[src/rtl/cpu_pkg.sv]
// Shared constants and loader state encoding for the 8-bit CPU program-load path.
// The optional checksum stage is enabled with PROG_LOADER_CHECKSUM_EN.
package cpu_pkg;

  localparam int ADDR_W = 4;
  localparam int DATA_W = 8;
  localparam int DEPTH  = 16;

  localparam logic [2:0] ST_IDLE  = 3'd0;
  localparam logic [2:0] ST_LEN   = 3'd1;
  localparam logic [2:0] ST_DATA  = 3'd2;
  localparam logic [2:0] ST_CSUM  = 3'd3;
  localparam logic [2:0] ST_DONE  = 3'd4;
  localparam logic [2:0] ST_ERROR = 3'd5;

endpackage

[src/rtl/prog_loader.sv]
// Program loader: streams length/bytes(/checksum) into the 16x8 program store and holds the
// CPU in reset until a complete image is in. Optional checksum via PROG_LOADER_CHECKSUM_EN.
//
// state    | meaning
// ---------+-----------------------------------------------
// IDLE     | after reset, waiting for start
// LEN      | expecting the length byte
// DATA     | writing program bytes at addr 0,1,..
// CSUM     | expecting the XOR checksum byte (macro only)
// DONE     | image loaded, CPU released
// ERROR    | bad length or checksum, CPU held in reset
module prog_loader
  import cpu_pkg::*;
#(
  parameter int ADDR_W = cpu_pkg::ADDR_W,
  parameter int DATA_W = cpu_pkg::DATA_W,
  parameter int DEPTH  = cpu_pkg::DEPTH
) (
  input  logic              clk,
  input  logic              rst,
  input  logic              start,
  input  logic              in_valid,
  input  logic [DATA_W-1:0] in_data,
  output logic              in_ready,
  output logic              wr_en,
  output logic [ADDR_W-1:0] wr_addr,
  output logic [DATA_W-1:0] wr_data,
  output logic              cpu_resetn,
  output logic              busy,
  output logic              done,
  output logic              err
);

  logic [2:0]        st;
  logic [ADDR_W:0]   rem;
  logic [ADDR_W-1:0] idx;
  logic [DATA_W-1:0] acc;
  logic              xfer;
  logic              len_ok;
  logic              last_byte;

  assign in_ready  = (st == ST_LEN) || (st == ST_DATA) || (st == ST_CSUM);
  assign busy      = in_ready;
  assign xfer      = in_valid && in_ready;
  assign len_ok    = (in_data != '0) && (in_data <= DATA_W'(DEPTH));
  assign last_byte = (rem == (ADDR_W+1)'(1));

  // DONE is masked while the final write strobe is still out, so the CPU is
  // released only once the last word has been committed to the store.
  assign done       = (st == ST_DONE) && !wr_en;
  assign cpu_resetn = done;
  assign err        = (st == ST_ERROR);

  always_ff @(posedge clk or posedge rst) begin
    if (rst) begin
      st      <= ST_IDLE;
      rem     <= '0;
      idx     <= '0;
      acc     <= '0;
      wr_en   <= 1'b0;
      wr_addr <= '0;
      wr_data <= '0;
    end else begin
      wr_en <= 1'b0;
      case (st)
        ST_IDLE, ST_DONE, ST_ERROR: begin
          if (start) begin
            st  <= ST_LEN;
            idx <= '0;
            acc <= '0;
          end
        end
        ST_LEN: begin
          if (xfer) begin
            if (len_ok) begin
              rem <= in_data[ADDR_W:0];
              st  <= ST_DATA;
            end else begin
              st  <= ST_ERROR;
            end
          end
        end
        ST_DATA: begin
          if (xfer) begin
            wr_en   <= 1'b1;
            wr_addr <= idx;
            wr_data <= in_data;
            acc     <= acc ^ in_data;
            idx     <= idx + 1'b1;
            rem     <= rem - 1'b1;
            if (last_byte) begin
`ifdef PROG_LOADER_CHECKSUM_EN
              st <= ST_CSUM;
`else
              st <= ST_DONE;
`endif
            end
          end
        end
`ifdef PROG_LOADER_CHECKSUM_EN
        ST_CSUM: begin
          if (xfer) st <= (in_data == acc) ? ST_DONE : ST_ERROR;
        end
`endif
        default: st <= ST_IDLE;
      endcase
    end
  end

endmodule

[config.mk]
export PLATFORM = sky130hd
export DESIGN_NAME = prog_loader
export DESIGN_NICKNAME = d
export VERILOG_FILES = /design/src/rtl/cpu_pkg.sv /design/src/rtl/prog_loader.sv
export SDC_FILE = /design/constraint.sdc
export NUM_CORES = 1
export LEC_CHECK = 0
export BUFFER_PORTS_ARGS = -buffer_cell sky130_fd_sc_hd__buf_2
export CORE_UTILIZATION = 30
export DETAILED_ROUTE_END_ITERATION = 10
export PLACE_DENSITY_LB_ADDON = 0.25
export SYNTH_ARGS = -nofsm -noshare
export SYNTH_HDL_FRONTEND = slang
export SYNTH_SLANG_ARGS = --single-unit
[constraint.sdc]
create_clock -name clk -period 3.4 [get_ports clk]
set_input_delay 0 -clock clk [delete_from_list [all_inputs] [get_ports clk]]
set_output_delay 0 -clock clk [all_outputs]
set_load 0.02 [all_outputs]
* After elaboration in Yosys (flattened, before gate mapping)
Cells that the tools add are included.
** Operators by class
- Reduce and logical (&&, ||, !) cells :: 15
- Muxes and demuxes :: 15
- $add $sub $neg :: 2
- Magnitude comparators :: 1
- Equality and inequality tests :: 11
** Operators with widths (number)
- 3-bit 2-to-1 mux :: 5
- 5-bit 2-to-1 mux :: 3
- 2-bit inequality test, second input constant :: 5
- 5-bit case mux with 2 select lines :: 1
- 3-bit case mux with 3 select lines :: 1
- 8-bit by 5-bit <= comparator with 1-bit output, second input constant :: 1
- 4-bit 2-to-1 mux :: 2
- 4-bit case mux with 2 select lines :: 1
- 4-bit AND reduction :: 2
- 8-bit nonzero test :: 1
- 3-bit by 2-bit == test with 1-bit output, second input constant :: 2
- 3-bit == test, second input constant :: 2
- 5-bit by 1-bit == test with 1-bit output, second input constant :: 1
- 5-bit by 1-bit subtractor with 5-bit output, second input constant :: 1
- 4-bit by 1-bit adder with 4-bit output, second input constant :: 1
- 2-bit nonzero test :: 2
- 3-bit by 1-bit == test with 1-bit output, second input constant :: 1
- 1-bit logical AND :: 3
- 3-bit zero test :: 1
- 3-bit AND reduction :: 1
- 3-bit OR reduction :: 1
- 1-bit logical OR :: 2
- 1-bit 2-to-1 mux :: 2
- 2-bit AND reduction :: 1
- 1-bit zero test :: 1
** Word-level totals
- Logic and storage cells :: 50
- Output and inout bits :: 18
- Flip-flop bits (word level) :: 25
- Bits of input ports :: 12

* Logic depth before layout (Yosys ltp)
- Depth in word-level cells :: 6
- Mapped depth :: 7
- Gate-level depth less buffers :: 6

* Worst setup path after synthesis
No wires, ideal clock.
- Path type :: register to output
- From :: register st[1]
- To :: output port done
- Required time :: 3.400 ns
- Stages on the path, launching flop included :: 4
- Path slack :: 1.670 ns
- Data arrival time :: 1.730 ns
- Buffers on the path :: 2
- Cells stage by stage :: dfrtp_1 > clkbuf_1 > nor4b_1 > buf_4
** On the way
- Cells in the longest elaborated chain, start to end :: 2
** RTL lines
- from (decl) :: line prog_loader.sv:34 : logic [2:0] st;
- from (signal assigned) :: line prog_loader.sv:56 : st <= ST_IDLE;
- from (signal assigned) :: line prog_loader.sv:68 : st <= ST_LEN;
- from (signal assigned) :: line prog_loader.sv:77 : st <= ST_DATA;
- 3-bit == test :: line prog_loader.sv:50 : assign done = (st == ST_DONE) && !wr_en;
- 1-bit logical AND :: line prog_loader.sv:50
- to (decl) :: line prog_loader.sv:30 : output logic done,
Every way passes these cells.

* Worst setup path in the final report
- From :: register st[1]
- To :: register idx[3]
** On the way
- Cells in the longest elaborated chain, start to end :: 6
- Elaborated cells between the ends (all ways) :: 15
- Classes of those cells :: eq/ne: 7; mux: 1; reduce/logical: 7
** RTL lines
- 3-bit by 1-bit == test with 1-bit output or 3-bit by 2-bit == test with 1-bit output (tied branches) :: line prog_loader.sv:42, prog_loader.sv:65
- 1-bit logical OR (2 in a row) :: line prog_loader.sv:42 : assign in_ready = (st == ST_LEN) || (st == ST_DATA) || (st == ST_CSUM);
- 1-bit logical AND :: line prog_loader.sv:44 : assign xfer = in_valid && in_ready;
- 2-bit inequality test (no source line)
- 3-bit AND reduction (no source line)
- to (signal assigned) :: line prog_loader.sv:89 : idx <= idx + 1'b1;
- to (decl) :: line prog_loader.sv:36 : logic [ADDR_W-1:0] idx;
Parallel ways exist; a longest one is shown, timed or not.
A chain may end at the register's enable or synchronous reset.

==> run_results.csv <==
group,metric,value,unit
pwr,switchingPower,230.0,µW
pwr,swShare,32.73,%
flow_run,drv_cap,0,
clock_tree,clkLatencyLatePin,270,ps
timing,min_period,2412,ps
clock_tree,cts_resized,0,
pwr,clkPwrFrac,25.7,%
final_layout,fin_area,0.001630,mm²
outcome,status,"completed",
timing,worst_pin_slew,986.7,ps
final_layout,final_common_cell,"nand2_1",
synth,synth_nets,163,
synth,ys_seq_elements,25,
global_route,grt_max_degree,26,
timing,hold_viol,0,
floorplan,die_area,0.004777,mm²
global_route,grt_pass1_wl,5.471,mm
placed_design,gp_congestion,0.8130,
floorplan,initial_core_util,31.03,%
worst_setup_path,start_kind,"flop",
final_layout,fillCellCount,434,
floorplan,io_pins,30,
synth,synth_top_area_share,46.30,%
synth,synth.avg_cell_area,9.130,µm²
worst_hold_path,hp-class,"in2reg",
final_layout,drive_above_1_share,23.76,%
synth,syn_inst,148,
pwr,internal_power,472.8,µW
drt,dr.pass1.iters,4,
final_layout,post-route-util,37.44,%
worst_hold_path,hold-path-cell-count,3,
synth,syn_area,0.001351,mm²
placed_design,dp_hpwl,2.266,mm
synth,synth.area.top_cells,"dfrtp_1, nand2_1, nor2_1",
timing,skew,2.999,ps
worst_setup_path,cp_max_fo,20,
pwr,power,702.8,µW
final_layout,nets,197,
floorplan,die_w,69.12,µm
global_route,track_usage,14.10,%
synth,ys_types,41,
timing,fmax,414.6,MHz
clock_tree,cts_made_buffers,3,
synth,synth-main-ff-cell,"dfrtp_1",
drt,drc,0,
worst_setup_path,reg2reg_slack,990,ps
drt,vias,1154,
worst_hold_path,holdPathEnd,"st[0]$_DFFE_PP0P_",
timing,rsz0062_at_grt,"false",
synth,async_flop_share,100.0,%
floorplan,fp.coreArea,0.004354,mm²
worst_setup_path,r2r-start,"st[1]$_DFFE_PP0P_",
clock_tree,clk_path_buf_depth,2,
pwr,p_leak,0.8621,nW
pwr,ir_drop,0.1489,mV
global_route,grt_pass1_vias,1159,
worst_setup_path,cp-end-kind,"flop",
clock_tree,cts-root-buf,"clkbuf_8",
timing,drv_slew,0,
pwr,p_comb_share,25.4,%
timing,finalSetupViolCount,0,
worst_setup_path,critical_path_class,"reg2reg",
drt,wl_per_cell,13.47,µm
placed_design,placed_area,0.001494,mm²
floorplan,die_h,69.12,µm
placed_design,portBuffers,29,
drt,via_per_inst,4.953,
global_route,antenna_found_initial,0,
synth,synth-edff-count,0,
pwr,p_per_area,431.1,mW/mm²
clock_tree,path_clk_slew,90,ps
drt,finalWirelength,3.139,mm
clock_tree,htreeDepth,1,
worst_setup_path,critical_path_required,3610,ps
timing,fin_crit_sh,70.94,%
synth,yosysSeqAreaShare,46.30,%
timing,tns,0,ps
timing,hold_ws,68.08,ps
worst_hold_path,min-delay-start,"start",
drt,ant_nets,0,
timing,max-slew-margin-rel,34.15,%
worst_setup_path,cp.arrival,2620,ps
global_route,grt-ovfl-total,0,
final_layout,layout_common_cells,"nand2_1, buf_2, dfrtp_1",
drt,dr.first_iter.drc_count,50,
final_layout,diodes,0,
final_layout,area_delta_synth_final,20.65,%
floorplan,row_count,24,
synth,yosys_warnings,0,
worst_setup_path,rr_endpoint,"idx[3]$_DFFE_PP0P_",
worst_setup_path,r2r_cells,5,
pwr,p_seq_share,48.8,%
synth,synth_top_cell_by_area,"dfrtp_1",
clock_tree,clock_sinks,25,
clock_tree,cts_tree,"built",
## cell families after synthesis
| logic type | after synthesis | share of synthesized area [%] |
|---|---|---|
| muxes | 1 | 0.7408 |
| xor gates and xnor gates | 2 | 1.297 |
| adders and majority gates | 3 | 2.778 |
| and+or+nand+nor | 84 | 31.85 |
| AOI/OAI and AO/OA | 18 | 10.37 |
| DFF | 25 | 46.30 |
| buffers and inverters | 15 | 6.666 |
## how the worst max path moves through the flow
| stage | from | endpoint | slack [ps] | cells after the start |
|---|---|---|---|---|
| 2_1_floorplan | st[1]$_DFFE_PP0P_ | done | 1670 | 3 |
| 3_3_place_gp | st[1]$_DFFE_PP0P_ | idx[3]$_DFFE_PP0P_ | 1060 | 5 |
| 3_5_place_dp | st[1]$_DFFE_PP0P_ | idx[3]$_DFFE_PP0P_ | 940 | 5 |
| 4_1_cts | st[1]$_DFFE_PP0P_ | idx[3]$_DFFE_PP0P_ | 880 | 5 |
| 5_1_grt | st[1]$_DFFE_PP0P_ | idx[3]$_DFFE_PP0P_ | 680 | 5 |
| 6_report | st[1]$_DFFE_PP0P_ | idx[3]$_DFFE_PP0P_ | 990 | 5 |
## synthesized netlist by cell type, types with 2 or more instances
| cell | count |
|---|---|
| clkbuf_8 | 2 |
| xor2_1 | 2 |
| buf_4 | 3 |
| nand3_1 | 4 |
| nor4b_1 | 3 |
| nor4_1 | 3 |
| ha_1 | 3 |
| buf_2 | 2 |
| o21ai_0 | 3 |
| nand2_1 | 42 |
| a211oi_1 | 2 |
| a211o_1 | 2 |
| a21oi_1 | 2 |
| nor2_1 | 13 |
| or3_2 | 2 |
| nand3b_1 | 2 |
| inv_1 | 6 |
| nor3b_2 | 2 |
| dfrtp_1 | 25 |
| and3_2 | 2 |
| nor3_1 | 3 |
## layer usage
metal	track usage, %	share of wire [%]	vias up
met4	4.989	0.80	0
met5	0	0	-
met2	22.55	46	34
met3	2.339	4.3	4
li1	-	-	570
met1	19.22	49	546
## critical path: stages, from the launching register on
cell and delay [ps]:
dfrtp_1 590, nand4bb_1 710, inv_1 650, nand4_1 170
xor2_1 160, nor2_1 80
## stage by stage
| stage | cells | setup WS, ps |
|---|---|---|
| global route | 233 | 683.8 |
| detailed placement | 220 | 943.8 |
| finish | 233 | 988.1 |
| global placement | 220 | 1062 |
| floorplan | 148 | 1670 |
| CTS | 233 | 884.3 |
## repair_timing
action | 4_1_cts | 5_1_grt
buffers inserted | 0 | 0
hold endpoints to repair | 34 | 0
hold buffers | 9 | 0
## state kept, by name, summed over array words and instances (netlist names)
register	count
st	3
idx	4
wr_addr	4
wr_en	1
rem	5
wr_data	8
## cell type report
cell class                 count  area [µm²]  share of cell area [%]
inverter                       6       22.52                   1.381
timing repair buffer          38       235.2                   14.43
clock inverter                 1       5.005                  0.3070
tap                           52       65.06                   3.991
multi-input combinational    108       635.6                   38.99
clock buffer                   3       41.29                   2.533
sequential                    25       625.6                   38.37
## power by group through the flow
stage               clock, mW  combinational (mW)  sequential (mW)
floorplan                   0               0.151            0.335
global route            0.203               0.201            0.349
CTS                     0.188               0.182            0.343
finish                  0.181               0.179            0.343
detailed placement          0               0.173            0.350
global placement            0               0.169            0.348
(Power assumes the default switching activity.)
